--- src/rtl/ip_timing_sequencer_pkg.sv ---
// Shared types and constants for the machine-cycle timing sequencer.
package ip_timing_pkg;

   // Eight subcycles of one instruction cycle, in execution order.
   typedef enum logic [2:0] {
      SUB_A1 = 3'd0,
      SUB_A2 = 3'd1,
      SUB_A3 = 3'd2,
      SUB_M1 = 3'd3,
      SUB_M2 = 3'd4,
      SUB_X1 = 3'd5,
      SUB_X2 = 3'd6,
      SUB_X3 = 3'd7
   } sub_e;

   // Tick positions of the two sub-phase enables inside a subcycle.
   localparam int CLK1_TICK = 0;
   localparam int CLK2_TICK = 2;

   // Single-cycle / second-cycle state of the current instruction.
   typedef enum logic {
      ST_SC1 = 1'b0,
      ST_DC2 = 1'b1
   } sc_state_e;

endpackage

--- src/rtl/ip_timing_sequencer_phase_divider.sv ---
// Tick counter producing registered clk1/clk2 enables and the
// subcycle-advance pulse for the sequencer.
module phase_divider
   import ip_timing_pkg::*;
#(
   parameter int TICKS_PER_SUB = 4
) (
   input  logic clk,
   input  logic rst_n,
   output logic clk1,
   output logic clk2,
   output logic adv,       // the coming edge starts a new subcycle
   output logic clk2_nxt   // the coming edge is a clk2 tick
);

   localparam int TW = $clog2(TICKS_PER_SUB);
   localparam logic [TW-1:0] LAST_TICK = TW'(TICKS_PER_SUB - 1);
   localparam logic [TW-1:0] C1_TICK   = TW'(CLK1_TICK);
   localparam logic [TW-1:0] C2_TICK   = TW'(CLK2_TICK);

   // tick_q holds the tick index that becomes visible on the next edge.
   // started_q suppresses the subcycle advance on the very first edge,
   // which lands on tick 0 of A1 rather than leaving it.
   logic [TW-1:0] tick_q, tick_d;
   logic          started_q, started_d;
   logic          clk1_q, clk1_d;
   logic          clk2_q, clk2_d;

   // Next tick and the enables registered for it.
   always_comb begin
      tick_d    = (tick_q == LAST_TICK) ? '0 : tick_q + TW'(1);
      started_d = 1'b1;
      clk1_d    = (tick_q == C1_TICK);
      clk2_d    = (tick_q == C2_TICK);
   end

   // Counter and enable registers; enables are cleared in reset.
   always_ff @(posedge clk or negedge rst_n) begin
      if (!rst_n) begin
         tick_q    <= '0;
         started_q <= 1'b0;
         clk1_q    <= 1'b0;
         clk2_q    <= 1'b0;
      end else begin
         tick_q    <= tick_d;
         started_q <= started_d;
         clk1_q    <= clk1_d;
         clk2_q    <= clk2_d;
      end
   end

   assign clk1     = clk1_q;
   assign clk2     = clk2_q;
   assign adv      = started_q & (tick_q == '0);
   assign clk2_nxt = (tick_q == C2_TICK);

endmodule

--- src/rtl/ip_timing_sequencer.sv ---
// Machine timing sequencer: subcycle levels, SYNC, sc/dc state,
// power-on-clear window and incrementer load strobe. All outputs are flops.
module ip_timing_sequencer
   import ip_timing_pkg::*;
#(
   parameter int TICKS_PER_SUB = 4,
   parameter int POC_CYCLES    = 2
) (
   input  logic sysclk,
   input  logic poc_n,
   input  logic two_word,
   output logic clk1,
   output logic clk2,
   output logic a12,
   output logic a22,
   output logic a32,
   output logic m12,
   output logic m22,
   output logic x12,
   output logic x22,
   output logic x32,
   output logic sync,
   output logic sc,
   output logic dc,
   output logic poc,
   output logic incr_load
);

   localparam int CW = $clog2(POC_CYCLES + 1);

   logic      adv, clk2_nxt, wrap, sample;
   sub_e      sub_q, sub_d;
   logic [7:0] lvl_q, lvl_d;
   sc_state_e state_q, state_d;
   logic      pend_q, pend_d;
   logic      poc_q, poc_d;
   logic [CW-1:0] cyc_q, cyc_d;
   logic      incr_q, incr_d;

   phase_divider #(.TICKS_PER_SUB(TICKS_PER_SUB)) u_phase (
      .clk      (sysclk),
      .rst_n    (poc_n),
      .clk1     (clk1),
      .clk2     (clk2),
      .adv      (adv),
      .clk2_nxt (clk2_nxt)
   );

   // X3->A1 boundary on the coming edge.
   assign wrap = adv & (sub_q == SUB_X3);
   // two_word is only looked at on the M2 clk2 tick of a first cycle, after POC.
   assign sample = clk2 & (sub_q == SUB_M2) & (state_q == ST_SC1) & ~poc_q;

   // Next subcycle, sc/dc state, POC window and load strobe.
   always_comb begin
      sub_d   = sub_q;
      lvl_d   = lvl_q;
      state_d = state_q;
      pend_d  = pend_q;
      poc_d   = poc_q;
      cyc_d   = cyc_q;
      incr_d  = clk2_nxt & ((sub_q == SUB_A1) | (sub_q == SUB_A2) | (sub_q == SUB_A3));

      if (adv) begin
         sub_d = sub_e'(sub_q + 3'd1);
      end
      lvl_d = 8'd1 << sub_d;

      if (sample) begin
         pend_d = two_word;
      end

      if (wrap) begin
         pend_d = 1'b0;
         case (state_q)
            ST_SC1:  state_d = pend_q ? ST_DC2 : ST_SC1;
            ST_DC2:  state_d = ST_SC1;
            default: state_d = ST_SC1;
         endcase
         if (poc_q) begin
            cyc_d = cyc_q + CW'(1);
            if (cyc_d == CW'(POC_CYCLES)) begin
               poc_d = 1'b0;
            end
         end
      end
   end

   // State registers; reset parks the machine in A1 of a first cycle with POC open.
   always_ff @(posedge sysclk or negedge poc_n) begin
      if (!poc_n) begin
         sub_q   <= SUB_A1;
         lvl_q   <= 8'd1;
         state_q <= ST_SC1;
         pend_q  <= 1'b0;
         poc_q   <= 1'b1;
         cyc_q   <= '0;
         incr_q  <= 1'b0;
      end else begin
         sub_q   <= sub_d;
         lvl_q   <= lvl_d;
         state_q <= state_d;
         pend_q  <= pend_d;
         poc_q   <= poc_d;
         cyc_q   <= cyc_d;
         incr_q  <= incr_d;
      end
   end

   assign a12       = lvl_q[0];
   assign a22       = lvl_q[1];
   assign a32       = lvl_q[2];
   assign m12       = lvl_q[3];
   assign m22       = lvl_q[4];
   assign x12       = lvl_q[5];
   assign x22       = lvl_q[6];
   assign x32       = lvl_q[7];
   assign sync      = lvl_q[7];
   assign sc        = (state_q == ST_SC1);
   assign dc        = (state_q == ST_DC2);
   assign poc       = poc_q;
   assign incr_load = incr_q;

endmodule

--- config.mk ---
export PLATFORM = sky130hd
export DESIGN_NAME = ip_timing_sequencer
export DESIGN_NICKNAME = d
export VERILOG_FILES = /design/src/rtl/ip_timing_sequencer_pkg.sv /design/src/rtl/ip_timing_sequencer_phase_divider.sv /design/src/rtl/ip_timing_sequencer.sv
export SDC_FILE = /design/constraint.sdc
export NUM_CORES = 1
export LEC_CHECK = 0
export ABC_AREA = 1
export CELL_PAD_IN_SITES_DETAIL_PLACEMENT = 0
export CELL_PAD_IN_SITES_GLOBAL_PLACEMENT = 1
export CORE_MARGIN = 3
export CORE_UTILIZATION = 36
export CTS_BUF_LIST = sky130_fd_sc_hd__clkbuf_2
export CTS_CLUSTER_SIZE = 12
export DETAILED_ROUTE_END_ITERATION = 10
export HOLD_SLACK_MARGIN = 0.06
export PLACE_DENSITY_LB_ADDON = 0.12
export SYNTH_ARGS = -nofsm -noshare
export SYNTH_HDL_FRONTEND = slang
export SYNTH_SLANG_ARGS = --single-unit
--- constraint.sdc ---
create_clock -name sysclk -period 1.34 [get_ports sysclk]
set_clock_uncertainty 0.1 [all_clocks]
set_input_delay 0.201 -clock sysclk [delete_from_list [all_inputs] [get_ports sysclk]]
set_output_delay 0.201 -clock sysclk [all_outputs]
set_load 0.02 [all_outputs]
# Yosys cells after proc, flatten, opt, wreduce, memory -nomap -nowiden
# Index checks and enable logic that the tools add are counted.
totals:
  elab_cells: 44
  romBits: 0
  ram_bits: 0
  ff_bits: 22
  out_inout_bits: 15
  in_bits: 3
  memories: 0
  latchBits: 0
op_classes:
  n_mux: 8
  div_mod_pow: 0
  addsub: 3
  n_mul: 0
  bitwise_logic: 10
  eq_ne: 7
  reduce_logical: 4
  magnitude_cmp: 0
  shift: 1
ops:
  columns: ["cell", "count"]
  rows:
  - ["1-bit by 3-bit left shift with 8-bit output, first input constant", 1]
  - ["1-bit bitwise AND", 6]
  - ["2-bit equality test, second input constant", 3]
  - ["3-bit equality test, second input constant", 2]
  - ["1-bit two-way mux", 5]
  - ["2-bit by 1-bit adder with 2-bit output, second input constant", 2]
  - ["3-bit by 1-bit adder with 3-bit output, second input constant", 1]
  - ["3-bit by 1-bit equality test with 1-bit output, second input constant", 1]
  - ["3-bit by 2-bit equality test with 1-bit output, second input constant", 1]
  - ["3-bit zero test", 1]
  - ["3-bit two-way mux", 1]
  - ["2-bit zero test", 1]
  - ["2-bit two-way mux", 1]
  - ["1-bit NOT", 2]
  - ["1-bit bitwise OR", 2]
  - ["1-bit case mux with 2 select lines", 1]
  - ["2-bit AND reduction", 1]
  - ["2-bit nonzero test", 1]

# Depth between registers and ports, before layout
# Gate-level depths: netlist of run 1.
logic_depth:
  ltp_word: 6
  ltp_mapped: 8

# Hierarchy
# Synthesis of run 1 repeated with hierarchy kept, for this count alone.
hier_totals:
  hier_cells: 87
  hier_area_um2: 909.6
modules_own_cells:
  columns: ["module", "cells_per_inst", "seq_area_each_um2", "area_each_um2", "instances"]
  rows:
  - ["ip_timing_sequencer", 73, 427.9, 724.4, 1]
  - ["phase_divider", 14, 125.1, 185.2, 1]

# Worst setup path after synthesis of run 1
# Ideal clock, no wire load.
synth_timing:
  path_type: "reg-to-reg"
  from: "register sub_q[0]"
  to: "register lvl_q[4]"
  arrival_time_ns: 1.249
  path_stages_with_launch: 7
  slack_ns: -0.080
  cell_sequence: "dfrtp_1 -> ha_1 -> ha_1 -> inv_1 -> o21ai_4 -> inv_2 -> nor2_1"
synth_via:
  elab_chain_cells: 3
synth_lines:
  columns: ["item", "line", "text"]
  rows:
  - ["start: declaration", "ip_timing_sequencer.sv:32", "sub_e sub_q, sub_d;"]
  - ["start signal: assignment", "ip_timing_sequencer.sv:100", "sub_q <= sub_d;"]
  - ["3-bit by 1-bit adder with 3-bit output", "ip_timing_sequencer.sv:65", "sub_d = sub_e'(sub_q + 3'd1);"]
  - ["3-bit two-way mux", "ip_timing_sequencer.sv:64", "if (adv) begin"]
  - ["via sub_d[2]", "ip_timing_sequencer.sv:32", null]
  - ["1-bit by 3-bit left shift with 8-bit output", "ip_timing_sequencer.sv:67", "lvl_d = 8'd1 << sub_d;"]
  - ["via lvl_d[4]", "ip_timing_sequencer.sv:33", "logic [7:0] lvl_q, lvl_d;"]
  - ["end signal: assignment", "ip_timing_sequencer.sv:101", "lvl_q <= lvl_d;"]
  - ["end: declaration", "ip_timing_sequencer.sv:33", null]
# The timed path passes the listed nets, and every way through them passes these cells.
# A chain may end at the register's enable or synchronous reset.

# Worst setup path after layout of run 1
layout_timing:
  from: "register sub_q[1]"
  to: "register lvl_q[1]"
# Same word-level chain as after synthesis.

==> results.txt, run 1 <==
number of CTS-inserted buffers = 3
CTS clock-pin slew for the worst setup and hold paths = 0.21 ns
maximum vdd drop = 1.081 mV
CP startpoint kind = flip-flop
# Max-Cap Violations = 0
Most used DFF post-synth = dfrtp_1
EDFF count, synth = 0
DIE WIDTH = 57.02 um
initial antenna violation count = 0
WL/cell = 11.14 um
pwr/cell area = 1563 nW/um^2
top area cells in the synthesized netlist = dfrtp_1, ha_1, nand2_1
post-synth cell types = 19
Root Driver = clkbuf_2
Die ar. = 3251 um^2
cell taking the most area after synthesis = dfrtp_1
Skew-Pair Late Insertion Delay = 0.31 ns
Finished Core Util = 57.91%
Tcrit/Tclk final = 110.8%
outcome = finished, violations left
Rows = 17
P&R area growth vs syn = 44.59%
Finished Layout Cells = 157
Die Y-Extent = 57.02 um
Yosys reg bits = 22
vias post-DR = 713
total grt overflow = 0
final setup TNS = -0.8684 ns
GRT Util Overall = 12.08%
Final Setup Violations = 8
buffers added on ports = 17
Syn Area/Cell = 10.30 um^2
H-tree levels = 1
Yosys warning count = 0
first-pass GRT wire length = 3146 um
diode count = 0
Clock Path Buffers = 2
Slew Limit Fails = 0
critical path required time = 1.47 ns
sequential area share after synthesis = 59.01%
count of boundary I/O pins = 18
CTS tree = done
Post-Syn Area = 937.1 um^2
layout cells sized above 1 = 47.29%
Final min period = 1.485 ns
commonest cells in the synthesized netlist = dfrtp_1, nand2_1, nor2_1, inv_1, ha_1
vias per cell = 4.541
drt drc = 0
Critical Path End Type = flip-flop
DR iter-0 viols = 12
async set or reset register ratio after synthesis = 100.0%
final layout net count = 142
RSZ-0062 raised after global routing = yes
static leakage = 0.0007115 uW
ANT nets after route = 0
GP Congestion = 0.7342
crit path max fanout = 5
largest net degree at the start of global routing = 23
Setup WS post-layout = -0.1446 ns
Cells after Synth = 91
CP Class = reg2reg
number of global-route vias before repair = 758
WP data arrival = 1.62 ns
top-count cell post-synth = dfrtp_1
DRT Pass-1 Iters = 4
Inst Count DP = 149
syn_nets = 103
clock sinks = 22
worst min-delay path class = in2async
failing checks = setup timing
DP Wirelength = 1310 um
post-synth top area share = 53.40%
Std-Cell Core Area = 2340 um^2
wirelength, routed = 1749 um
FMAX = 673.6 MHz
starting density of the core = 40.05%
Hold Vio Cnt, Final = 0
metal layers:
metal	up-vias	GRT usage (%)	part of all wire [%]	wire length (um)
li1	354	-	-	-
met1	343	14.02	46	798
met2	14	22.19	49	851
met3	2	3.620	4.8	84
met4	0	1.987	0.80	14
met5	-	0	0	0
report_power, final:
part,internal [uW],total (uW),switching (uW)
Clock,257,454,197
Combinational,383,813,430
Sequential,778,850,72.2
Total,1420,2120,699
metrics by stage:
stage | instance area [um^2] | hold slack, ns | setup slack, ns | power (uW)
after floorplan | 952.2 | -0.1946 | 0.0001169 | 1247
after global placement | 1267 | 0.3683 | -0.05801 | 1581
after detailed placement | 1267 | 0.3772 | -0.07338 | 1590
after CTS | 1329 | 0.08907 | -0.09918 | 2010
after global routing | 1355 | 0.08671 | -0.1794 | 2255
final | 1355 | 0.08618 | -0.1446 | 2118
area by class of cell:
cell class              instances  area (um^2)
multi-input cells              56        412.9
repair buffers                 35        261.5
clock inverters                 1        30.03
clock buffers                   3        15.01
flip-flops and latches         22        553.0
inverters                      12        47.55
well taps                      28        35.03
fillers                       218        984.7
cells in the final DEF, fill, tap and decap left out, types with 2 or more instances in the layout:
cell type,Yosys,final
clkdlybuf4s50_1,0,2
inv_1,10,6
nand2_2,3,4
inv_2,2,5
nor2_2,0,2
buf_4,1,17
clkbuf_2,0,13
ha_4,0,3
nand2_1,18,16
nor2_1,12,10
buf_6,0,3
ha_1,9,5
nand3_1,4,2
dfstp_2,2,2
buf_2,0,2
dfrtp_1,20,20
final timing paths:
kind                            startpoint        to  slack, ns  cells after the start
worst min register to register    cyc_q[0]  cyc_q[0]       0.40                      1
worst max-delay path              sub_q[1]  lvl_q[1]      -0.14                      6
worst max register to register    sub_q[1]  lvl_q[1]      -0.14                      6
worst min-delay path                 poc_n        dc       0.09                      2
min in group sysclk               two_word    pend_q       0.33                      3
max in group asynchronous            poc_n  lvl_q[0]       0.83                      2
state kept, by name, summed over array words and instances, names as in the netlist, 2 cells and up:
register and count:
u_phase.tick_q 2, lvl_q 8, sub_q 3, cyc_q 2
kinds of logic after synthesis:
logic type      share of synthesized area, %
buf+inv                                5.609
flops                                  59.01
xor+xnor                              0.9348
other cells                           0.4001
fa+ha+maj                              12.02
simple gates                           18.16
compound gates                         3.871
worst max-delay path, cell delays in order, from the launching register on:
cell	delay, ns
dfrtp_1	0.45
ha_2	0.20
ha_4	0.26
inv_2	0.03
o21ai_4	0.18
buf_4	0.14
nor2_1	0.04
repair_timing:
action / 4_1_cts / 5_1_grt
gates cloned: 0 / 0
hold buffers: 0 / 0
resized for setup: 41 / 33
endpoints found under the hold margin: 0 / 0
endpoints found under the setup margin: 29 / 28
pin swaps: 5 / 1
buffers inserted: 1 / 3
Power figures use the tool's default switching activity.
==> inputs of run 2 (changes only) <==
CORE_ASPECT_RATIO = 2   (was not set)
==> results.txt, run 2 (same netlist as run 1, synthesis figures left out) <==
outcome = finished, violations left
failing checks = setup timing
share of total power in sequential cells = 40.5%
top flop regs = lvl_q: 8 flops, sub_q: 3 flops
vias per cell = 4.532
Finished Layout Cells = 154
Clock Path Buffers = 2
Largest register FFs = 8
maximum vdd drop = 0.7668 mV
CTS clock-pin slew for the worst setup and hold paths = 0.21 ns
Hold Vio Cnt, Final = 0
first-pass GRT wire length = 3174 um
commonest non-fill, non-tap cell in the layout = dfrtp_1
worst min-delay path class = in2reg
buffers added on ports = 17
Skew-Pair Late Insertion Delay = 0.32 ns
DRT Pass-1 Iters = 3
Critical Path End Type = flip-flop
Rows = 25
clock share of power = 22.1%
vias post-DR = 698
combinational share of power = 37.3%
diode count = 0
# Max-Cap Violations = 0
Die ar. = 3288 um^2
FMAX = 663.9 MHz
pwr/cell area = 1554 nW/um^2
DP Wirelength = 1446 um
CP Cell Sequence = ha_2 > ha_4 > inv_2 > o21ai_4 > buf_4 > nor2_1
Std-Cell Core Area = 2409 um^2
WL/cell = 12.40 um
Setup WS post-layout = -0.1663 ns
crit path max-delay cell type = dfrtp_1
sw frac = 34.04%
Int Pwr = 1378 uW
number of CTS-inserted buffers = 3
largest net degree at the start of global routing = 23
Final min period = 1.506 ns
DR iter-0 viols = 7
WP data arrival = 1.66 ns
Final Setup Violations = 8
GP Congestion = 0.8020
wirelength, routed = 1910 um
number of global-route vias before repair = 723
total grt overflow = 0
layout cells sized above 1 = 45.67%
H-tree levels = 1
ANT nets after route = 0
final setup TNS = -1.096 ns
drt drc = 0
static leakage = 0.0007009 uW
P&R area growth vs syn = 43.39%
final layout net count = 140
initial antenna violation count = 0
Die Y-Extent = 78.16 um
RSZ-0062 raised after global routing = yes
CP Class = reg2reg
CP startpoint kind = flip-flop
Tcrit/Tclk final = 112.4%
clock sinks = 22
DIE WIDTH = 42.08 um
Root Driver = clkbuf_2
starting density of the core = 38.91%
most frequent cells in the layout = dfrtp_1, nand2_1, buf_4
crit path max fanout = 4
Switch Pwr = 711.0 uW
worst slack, placed = -0.09372 ns
critical path required time = 1.49 ns
Slew Limit Fails = 0
GRT Util Overall = 12.90%
hold slack = 0.3397 ns
Inst Count DP = 144
largest register by flop count = lvl_q
CTS tree = done
count of boundary I/O pins = 18
Largest stage delay, worst path = 0.45 ns
## run 2: layer usage
metal	vias up	wire length, um	GRT usage, %
met5	-	0	0
met4	0	23	8.723
met3	2	77	2.064
met2	11	1109	22.98
met1	336	699	13.33
li1	349	-	-
## run 2: cell type report
| cell class | instances | area (um^2) |
|---|---|---|
| Clock buffer | 3 | 15.01 |
| Clock inverter | 1 | 30.03 |
| Inverter | 12 | 47.55 |
| Tap cell | 27 | 33.78 |
| Fill cell | 229 | 1065 |
| Sequential cell | 22 | 553.0 |
| Multi-Input combinational cell | 56 | 409.1 |
| Timing Repair Buffer | 33 | 255.2 |
## run 2: repair_timing
action / CTS / global route
resized for setup: 56 / 23
endpoints found under the setup margin: 27 / 25
hold buffers: 0 / 1
setup buffers: 2 / 3
pin swaps: 4 / 2
hold endpoints to repair: 0 / 11
## run 2: through the flow
step / power (uW) / util (%) / cell area [um^2]
2_1_floorplan: 1247 / - / 952.2
3_3_place_gp: 1576 / 51.32 / 1236
3_5_place_dp: 1591 / 51.32 / 1236
4_1_cts: 2038 / 54.29 / 1308
5_1_grt: 2225 / 55.79 / 1344
6_report: 2089 / 55.79 / 1344
## run 2: final timing paths
check	from	to	slack [ns]	cells after the start
min in group asynchronous	poc_n	u_phase.clk1	0.62	3
worst min-delay path	two_word	pend_q	0.34	3
worst max register to register	sub_q[0]	lvl_q[1]	-0.17	6
worst min register to register	cyc_q[0]	cyc_q[0]	0.40	1
max in group asynchronous	poc_n	lvl_q[0]	0.30	3
worst max-delay path	sub_q[0]	lvl_q[1]	-0.17	6
## run 2: power groups by stage
stage / registers [uW] / clock network [uW] / logic [uW]
final: 846 / 462 / 780
after CTS: 842 / 475 / 720
after detailed placement: 855 / 0 / 735
after global placement: 856 / 0 / 719
after global routing: 861 / 505 / 859
after floorplan: 935 / 0 / 312
## run 2: critical path: cells and delay by family, from the launching register on
family	cells	cell delay (ns)
AO/OA/AOI/OAI	1	0.19
buffers and inverters	2	0.19
adder cells (fa/ha/maj)	2	0.47
flip-flops	1	0.45
AND/OR/NAND/NOR	1	0.04
==> inputs of run 3 (changes only) <==
CTS_CLUSTER_DIAMETER = 200   (was not set)
clock period = 1.31 ns   (was 1.34 ns; I/O delays follow)
==> results.txt, run 3 (same netlist as run 1, synthesis figures left out) <==
DIE WIDTH = 42.08 um
buffers added on ports = 17
WL/cell = 12.26 um
Final min period = 1.433 ns
CP startpoint kind = flip-flop
CTS tree = done
GP Congestion = 0.7321
critical path required time = 1.50 ns
setup slack, reg-to-reg = -0.12 ns
most frequent cells in the layout = dfrtp_1, nand2_1, buf_4
P&R area growth vs syn = 44.86%
Critical Path End Type = flip-flop
RSZ-0062 raised after global routing = yes
Clock Path Buffers = 2
share of total power in sequential cells = 39.6%
CTS clock-pin slew for the worst setup and hold paths = 0.21 ns
layout cells sized above 1 = 47.24%
sw frac = 33.80%
ANT nets after route = 0
Switch Pwr = 734.8 uW
drt drc = 0
clock sinks = 22
initial antenna violation count = 0
pwr/cell area = 1602 nW/um^2
Hold Vio Cnt, Final = 0
Placed Area = 1236 um^2
wirelength, routed = 1888 um
count of boundary I/O pins = 18
failing checks = setup timing
DP Wirelength = 1439 um
worst hold start = two_word
FMAX = 697.8 MHz
Rows = 25
vias post-DR = 711
Die Y-Extent = 78.16 um
DRT Pass-1 Iters = 4
combinational share of power = 38.6%
Int Pwr = 1439 uW
starting density of the core = 38.91%
clock share of power = 21.8%
Tcrit/Tclk final = 109.4%
final setup TNS = -0.8897 ns
static leakage = 0.0007070 uW
H-tree levels = 1
# Max-Cap Violations = 0
Std-Cell Core Area = 2409 um^2
maximum vdd drop = 1.207 mV
diode count = 0
outcome = finished, violations left
fin area = 1358 um^2
CP Class = reg2reg
Final Setup Violations = 13
final layout net count = 140
total grt overflow = 0
WP data arrival = 1.62 ns
Skew-Pair Late Insertion Delay = 0.33 ns
number of CTS-inserted buffers = 3
Root Driver = clkbuf_2
largest register by flop count = lvl_q
GRT Util Overall = 12.70%
commonest non-fill, non-tap cell in the layout = dfrtp_1
worst r2r path cells = 6
r2r endpoint = lvl_q[7]
crit path max fanout = 6
worst min-delay path class = in2reg
hold slack = 0.3192 ns
Filler cells = 225
top flop regs = lvl_q: 8 flops, sub_q: 3 flops
Hold Crit Depth = 3
Die ar. = 3288 um^2
Slew Limit Fails = 0
Largest register FFs = 8
largest net degree at the start of global routing = 23
first-pass GRT wire length = 3153 um
number of global-route vias before repair = 754
DR iter-0 viols = 3
WHS Endpoint = pend_q
Crit Reg-Reg Startpoint = sub_q[1]
vias per cell = 4.617
Setup WS post-layout = -0.1232 ns
[run 3: worst max path at each step]
| stage | from | endpoint | cells past startpoint |
|---|---|---|---|
| final | sub_q[1] | lvl_q[7] | 6 |
| after global placement | sub_q[1] | cyc_q[1] | 7 |
| after global routing | sub_q[1] | lvl_q[4] | 6 |
| after detailed placement | sub_q[1] | lvl_q[7] | 6 |
| after CTS | sub_q[1] | lvl_q[7] | 6 |
| after floorplan | sub_q[0] | lvl_q[4] | 6 |
[run 3: layout make-up]
type	count	area [um^2]	area share, %
Clock buffer	3	15.01	1.106
Inverter	12	52.55	3.871
Clock inverter	1	30.03	2.212
Multi-Input combinational cell	56	424.2	31.24
Timing Repair Buffer	33	249.0	18.34
Sequential cell	22	553.0	40.74
Tap cell	27	33.78	2.488
[run 3: power groups by stage]
stage	sequential, uW	combinational (uW)	clock [uW]
after floorplan	955	321	0
after global placement	874	741	0
after detailed placement	877	748	0
after CTS	860	794	488
after global routing	877	929	513
final	860	840	475
[run 3: through the flow]
| step | std cells | setup slack [ns] | utilization [%] | power [uW] |
|---|---|---|---|---|
| floorplan | 91 | -0.02932 | - | 1275 |
| global route | 154 | -0.1938 | 56.36 | 2319 |
| finish | 154 | -0.1232 | 56.36 | 2174 |
| global placement | 144 | -0.1158 | 51.32 | 1615 |
| CTS | 151 | -0.1568 | 55.32 | 2143 |
| detailed placement | 144 | -0.1198 | 51.32 | 1625 |
[run 3: what timing repair did]
action	4_1_cts	5_1_grt
setup buffers	3	2
resized for setup	70	18
setup endpoints to repair	29	23
hold endpoints to repair	0	11
hold buffers	0	1
pin swaps	4	2
cloned	0	0
[run 3: critical path, stage by stage (launching register included)]
cell and delay [ns]:
dfrtp_1 0.44, ha_2 0.21, ha_4 0.26, inv_2 0.03
o21ai_4 0.18, inv_2 0.08, nor2_1 0.09
[run 3: routing by layer]
layer	wire (um)	vias to the layer above	global-route usage (%)	share of wire, %
li1	-	349	-	-
met1	647	346	11.06	34
met2	1111	12	24.84	59
met3	76	4	2.064	4.0
met4	53	0	8.411	2.8
met5	0	-	0	0
